==> src/rtl/rob_tracker.sv <==
// Reorder buffer tracker: in-order allocate, CDB capture, in-order commit, operand lookup.
// Optional ROB_FULL_LOOKAHEAD_EN raises rob_full one entry early for stall slack.
module rob_tracker #(
  parameter int unsigned DEPTH  = 8,
  parameter int unsigned TAG_W  = 3,
  parameter int unsigned DATA_W = 32,
  parameter int unsigned REG_W  = 5
) (
  input  logic              clk,
  input  logic              rst,
  input  logic              issue_valid,
  input  logic [REG_W-1:0]  issue_dest,
  output logic [TAG_W-1:0]  issue_tag,
  output logic              rob_full,
  input  logic              cdb_valid,
  input  logic [TAG_W-1:0]  cdb_tag,
  input  logic [DATA_W-1:0] cdb_data,
  input  logic [TAG_W-1:0]  q1_tag,
  input  logic [TAG_W-1:0]  q2_tag,
  output logic              q1_ready,
  output logic              q2_ready,
  output logic [DATA_W-1:0] q1_data,
  output logic [DATA_W-1:0] q2_data,
  output logic              commit_valid,
  output logic [REG_W-1:0]  commit_reg,
  output logic [DATA_W-1:0] commit_data,
  output logic [TAG_W-1:0]  commit_tag
);

  localparam int unsigned CNT_W = TAG_W + 1;
  localparam logic [CNT_W-1:0] FULL_CNT = CNT_W'(DEPTH);
  localparam logic [CNT_W-1:0] NEAR_FULL_CNT = CNT_W'(DEPTH - 1);

  logic [TAG_W-1:0]  head;
  logic [TAG_W-1:0]  tail;
  logic [CNT_W-1:0]  count;
  logic [DEPTH-1:0]  busy;
  logic [DEPTH-1:0]  ready;
  logic [REG_W-1:0]  dest  [DEPTH];
  logic [DATA_W-1:0] value [DEPTH];

  logic full_hard;
  logic issue_fire;
  logic cdb_fire;
  logic commit_fire;

  // Allocation is refused only when every entry is truly occupied; the
  // lookahead variant merely warns the stall logic one entry earlier.
  always_comb begin
    full_hard = (count == FULL_CNT);
`ifdef ROB_FULL_LOOKAHEAD_EN
    rob_full  = (count >= NEAR_FULL_CNT);
`else
    rob_full  = full_hard;
`endif
    issue_fire  = issue_valid && !full_hard;
    commit_fire = busy[head] && ready[head];
    // A broadcast loses to a same-edge allocation or retirement of its entry.
    cdb_fire    = cdb_valid && busy[cdb_tag]
                  && !(issue_fire && (cdb_tag == tail))
                  && !(commit_fire && (cdb_tag == head));
    issue_tag   = tail;
  end

  // Operand lookup reads only captured results; no same-cycle CDB bypass.
  always_comb begin
    q1_ready = busy[q1_tag] && ready[q1_tag];
    q2_ready = busy[q2_tag] && ready[q2_tag];
    q1_data  = q1_ready ? value[q1_tag] : '0;
    q2_data  = q2_ready ? value[q2_tag] : '0;
  end

  always_ff @(posedge clk or posedge rst) begin
    if (rst) begin
      head         <= '0;
      tail         <= '0;
      count        <= '0;
      busy         <= '0;
      ready        <= '0;
      commit_valid <= 1'b0;
      commit_reg   <= '0;
      commit_data  <= '0;
      commit_tag   <= '0;
    end else begin
      if (commit_fire) begin
        busy[head]  <= 1'b0;
        ready[head] <= 1'b0;
        head        <= head + TAG_W'(1);
      end
      if (cdb_fire) begin
        ready[cdb_tag] <= 1'b1;
      end
      if (issue_fire) begin
        busy[tail]  <= 1'b1;
        ready[tail] <= 1'b0;
        tail        <= tail + TAG_W'(1);
      end
      case ({issue_fire, commit_fire})
        2'b10:   count <= count + CNT_W'(1);
        2'b01:   count <= count - CNT_W'(1);
        default: count <= count;
      endcase
      commit_valid <= commit_fire;
      if (commit_fire) begin
        commit_reg  <= dest[head];
        commit_data <= value[head];
        commit_tag  <= head;
      end
    end
  end

  // Payload storage needs no reset; busy/ready gate every use of it.
  always_ff @(posedge clk) begin
    if (issue_fire) begin
      dest[tail] <= issue_dest;
    end
    if (cdb_fire) begin
      value[cdb_tag] <= cdb_data;
    end
  end

endmodule
==> config.mk <==
export PLATFORM = sky130hd
export DESIGN_NAME = rob_tracker
export DESIGN_NICKNAME = d
export VERILOG_FILES = /design/src/rtl/rob_tracker.sv
export SDC_FILE = /design/constraint.sdc
export NUM_CORES = 1
export LEC_CHECK = 0
export CORE_ASPECT_RATIO = 1.75
export CORE_UTILIZATION = 60
export CTS_BUF_LIST = sky130_fd_sc_hd__clkbuf_4
export DETAILED_ROUTE_END_ITERATION = 10
export GPL_TIMING_DRIVEN = 0
export PLACE_DENSITY = 0.82
export SYNTH_ARGS = -nofsm -noshare
export SYNTH_HDL_FRONTEND = slang
export SYNTH_SLANG_ARGS = --single-unit
export TNS_END_PERCENT = 30
==> constraint.sdc <==
create_clock -name clk -period 5 [get_ports clk]
set_input_delay 0.75 -clock clk [delete_from_list [all_inputs] [get_ports clk]]
set_output_delay 0.75 -clock clk [all_outputs]
set_load 0.01 [all_outputs]
==> flow_metrics.py <==
metrics = {
    "sta": {
        "max_slew_headroom_pct": -0.925,
        "tightest_slew_ns": 1.51,
        "max_freq_ghz": 0.210,
        "finalSetupViolCount": 0,
        "clock-skew-final_ns": 0.0678,
        "slew_viol_final": 10,
        "layout_worst_path_cycle_share_pct": 95.1,
        "setup_repair_after_global_routing_missed_its_margin": "false",
        "final_hold_viol_count": 0,
        "period_minus_slack_ns": 4.76,
        "fin_tns_setup_ns": 0,
    },
    "cts": {
        "clk_latency_ns": 0.83,
        "cts_hold_buf": 0,
        "ctsResizeCount": 0,
        "path_clk_slew_ns": 0.07,
        "number_of_h_tree_levels": 3,
        "cts.root.buffer_cell": "sky130_fd_sc_hd__clkbuf_4",
        "clock_tree_from_tritoncts": "done",
        "postCtsSetupBuffers": 0,
        "sink_count": 363,
        "cts_inserted_buffers": 81,
        "cts_max_path_buffers": 3,
    },
    "route": {
        "firstDrtPassIters": 6,
        "final_antenna_net_count": 0,
        "routed-via-count": 13500,
        "routed_wl_mm": 61.3,
        "detailedRoute.firstIterationViolations": 2057,
        "wl_per_cell_um": 33.1,
        "remaining_drc_errors": 0,
        "routed_via_density": 7.30,
    },
    "global_routing": {
        "grt_use_met2_pct": 64.1,
        "grt_pass1_vias": 14100,
        "gr_util_met3_pct": 11.8,
        "track_usage_pct": 41.0,
        "global_route_wire_length_before_repair_mm": 88.4,
        "antenna_violations_before_repair": 4,
        "gr-usage-met1_pct": 45.9,
        "global_route.overflow_total": 0,
        "grt_busiest_layer": "met2",
        "grt_start_max_net_pins": 50,
    },
    "setup_path": {
        "worst_path_arrival_ns": 4.01,
        "critPathRequiredTime_ns": 4.25,
        "critical_path_peak_fanout": 10,
        "critical_path_type": "input port to primary output",
        "critPathCaptureType": "primary output",
        "worst_setup_path_start_kind": "input port",
    },
    "power_and_ir_drop": {
        "cellLeakagePower_uw": 0.00753,
        "report.power.total_uw": 11900,
        "worst_ir_drop_vdd_v": 0.000383,
        "power_density_nw_per_um2": 546,
    },
    "layout": {
        "nets_final": 1456,
        "final_layout_size_suffix_gt1_share_pct": 28.1,
        "registers.top_by_ff_count": "value",
        "mostFrequentLayoutCells": "296 x sky130_fd_sc_hd__edfxtp_1, 155 x sky130_fd_sc_hd__mux4_2, 153 x sky130_fd_sc_hd__clkdlybuf4s50_1, 120 x sky130_fd_sc_hd__clkbuf_4, 91 x sky130_fd_sc_hd__mux2i_1",
        "layout_top_registers": "value x256, dest x40, commit_data x32",
        "synthToLayoutAreaGrowth_pct": 18.3,
        "layout_commonest_cell": "sky130_fd_sc_hd__edfxtp_1",
        "largest_reg_flops": 256,
    },
    "floorplanning": {
        "design.core.area_sq_um": 30100,
        "die_area_sq_um": 31300,
        "starting_utilization_of_the_core_area_pct": 61.1,
        "dieHeight_um": 233,
        "floorplan.io_pins": 161,
        "die_width_um": 134,
        "rows": 84,
    },
    "synth": {
        "async_flop_share_pct": 18.5,
        "synthesis.instances": 1151,
        "synth_warnings": 0,
        "syn_area_sq_um": 18400,
        "syn-num-nets": 1206,
        "avgSynthCellArea_sq_um": 16.0,
        "synth.ff_latch_count": 363,
        "synth_cell_types": 52,
        "synth_top_flop_cell": "sky130_fd_sc_hd__edfxtp_1",
        "number_of_flops_mapped_to_enable_cells_by_yosys": 296,
        "synth.yosys.seq_area_share_pct": 57.5,
    },
    "worst_hold_path": {
        "min-delay-path-class": "input port to asynchronous set/reset pin",
    },
    "run_status": {
        "run_status": "finished, violations left",
        "failed_checks": "capacitance limit, slew limit",
    },
    "placed_design": {
        "gp_congestion": 0.906,
        "port-buffer-count": 153,
        "post-dp-hpwl_mm": 40.3,
    },
    "job": {
        "maxCapViolations": 1,
    },
}
critical path, cell delays in order:
cell and delay, ns:
sky130_fd_sc_hd__clkdlybuf4s50_1 0.49, sky130_fd_sc_hd__clkbuf_1 0.69, sky130_fd_sc_hd__clkbuf_1 0.74, sky130_fd_sc_hd__mux4_2 0.41, sky130_fd_sc_hd__mux2i_1 0.33, sky130_fd_sc_hd__nor2_1 0.08, sky130_fd_sc_hd__clkdlybuf4s50_1 0.52
final cells by class:
type	instances	area (sq um)
fillers	1961	8330
flip-flops and latches	363	10600
multi-input cells	679	7370
well taps	387	484
plain buffers	93	448
repair buffers	167	1760
diodes	5	12.5
inverters	16	62.6
clock buffers	120	901
clock inverters	25	125
cell usage after synthesis, types with 13 or more instances:
library cell               count  share of area (%)
sky130_fd_sc_hd__mux2_2       45                2.8
sky130_fd_sc_hd__buf_2        28               0.76
sky130_fd_sc_hd__mux4_2      155                 19
sky130_fd_sc_hd__nor2_1       87                1.8
sky130_fd_sc_hd__a21oi_1      31               0.84
sky130_fd_sc_hd__dfrtp_1      67                9.1
sky130_fd_sc_hd__clkbuf_1     45               0.92
sky130_fd_sc_hd__inv_1        13               0.27
sky130_fd_sc_hd__o21ai_0      27               0.74
sky130_fd_sc_hd__edfxtp_1    296                 48
sky130_fd_sc_hd__a22oi_1      26                1.1
sky130_fd_sc_hd__mux2i_1      91                5.0
sky130_fd_sc_hd__a221oi_1     34                1.6
sky130_fd_sc_hd__nand2_1      52                1.1
sky130_fd_sc_hd__a31oi_1      20               0.68
through the flow:
step | cell area, sq um | cells | setup WS (ns) | hold WS, ns | util, %
final | 21700 | 1855 | 0.243 | 0.279 | 72.3
after global routing | 21700 | 1855 | 0.283 | 0.297 | 72.3
after CTS | 21700 | 1850 | 0.369 | 0.264 | 72.2
after detailed placement | 20700 | 1705 | 0.393 | 0.474 | 68.8
after global placement | 20400 | 1691 | -2.41 | 0.451 | 67.8
after floorplan | 18400 | 1151 | 0.433 | 0.434 | -
logic make-up after synthesis:
| kind of cell | after synthesis | synth area share, % |
|---|---|---|
| AOI/OAI and AO/OA | 174 | 6.59 |
| xor gates and xnor gates | 15 | 0.715 |
| adders and majority gates | 5 | 0.341 |
| buffers and inverters | 109 | 2.77 |
| DFF | 363 | 57.5 |
| muxes | 303 | 27.7 |
| and+or+nand+nor | 182 | 4.35 |
metal layers:
layer | up-vias | share of wire (%) | wire, um
li1 | 5266 | - | -
met3 | 353 | 13 | 7930
met2 | 1255 | 48 | 29300
met4 | 0 | 9.4 | 5760
met1 | 6667 | 30 | 18300
met5 | - | 0 | 0
final timing paths:
check	start	endpoint	slack (ns)	cells past startpoint
hold / removal	rst	commit_data[25]$_DFFE_PP0N_	0.28	2
min in group clk	count[3]$_DFFE_PP0P_	count[3]$_DFFE_PP0P_	0.48	1
setup / recovery	q2_tag[1]	q2_data[10]	0.24	7
hold reg to reg	count[3]$_DFFE_PP0P_	count[3]$_DFFE_PP0P_	0.48	1
setup reg to reg	head[1]$_DFFE_PP0N_	count[2]$_DFFE_PP0P_	1.41	15
max in group asynchronous	rst	commit_data[6]$_DFFE_PP0N_	4.10	3
power breakdown:
part           internal [uW]  total, uW  leakage (uW)  switching, uW
registers               3710       4010       0.00345            305
clock network           1150       2350      0.000621           1190
logic                   2210       5500       0.00346           3290
No activity file was read; power rests on OpenSTA's default activity.
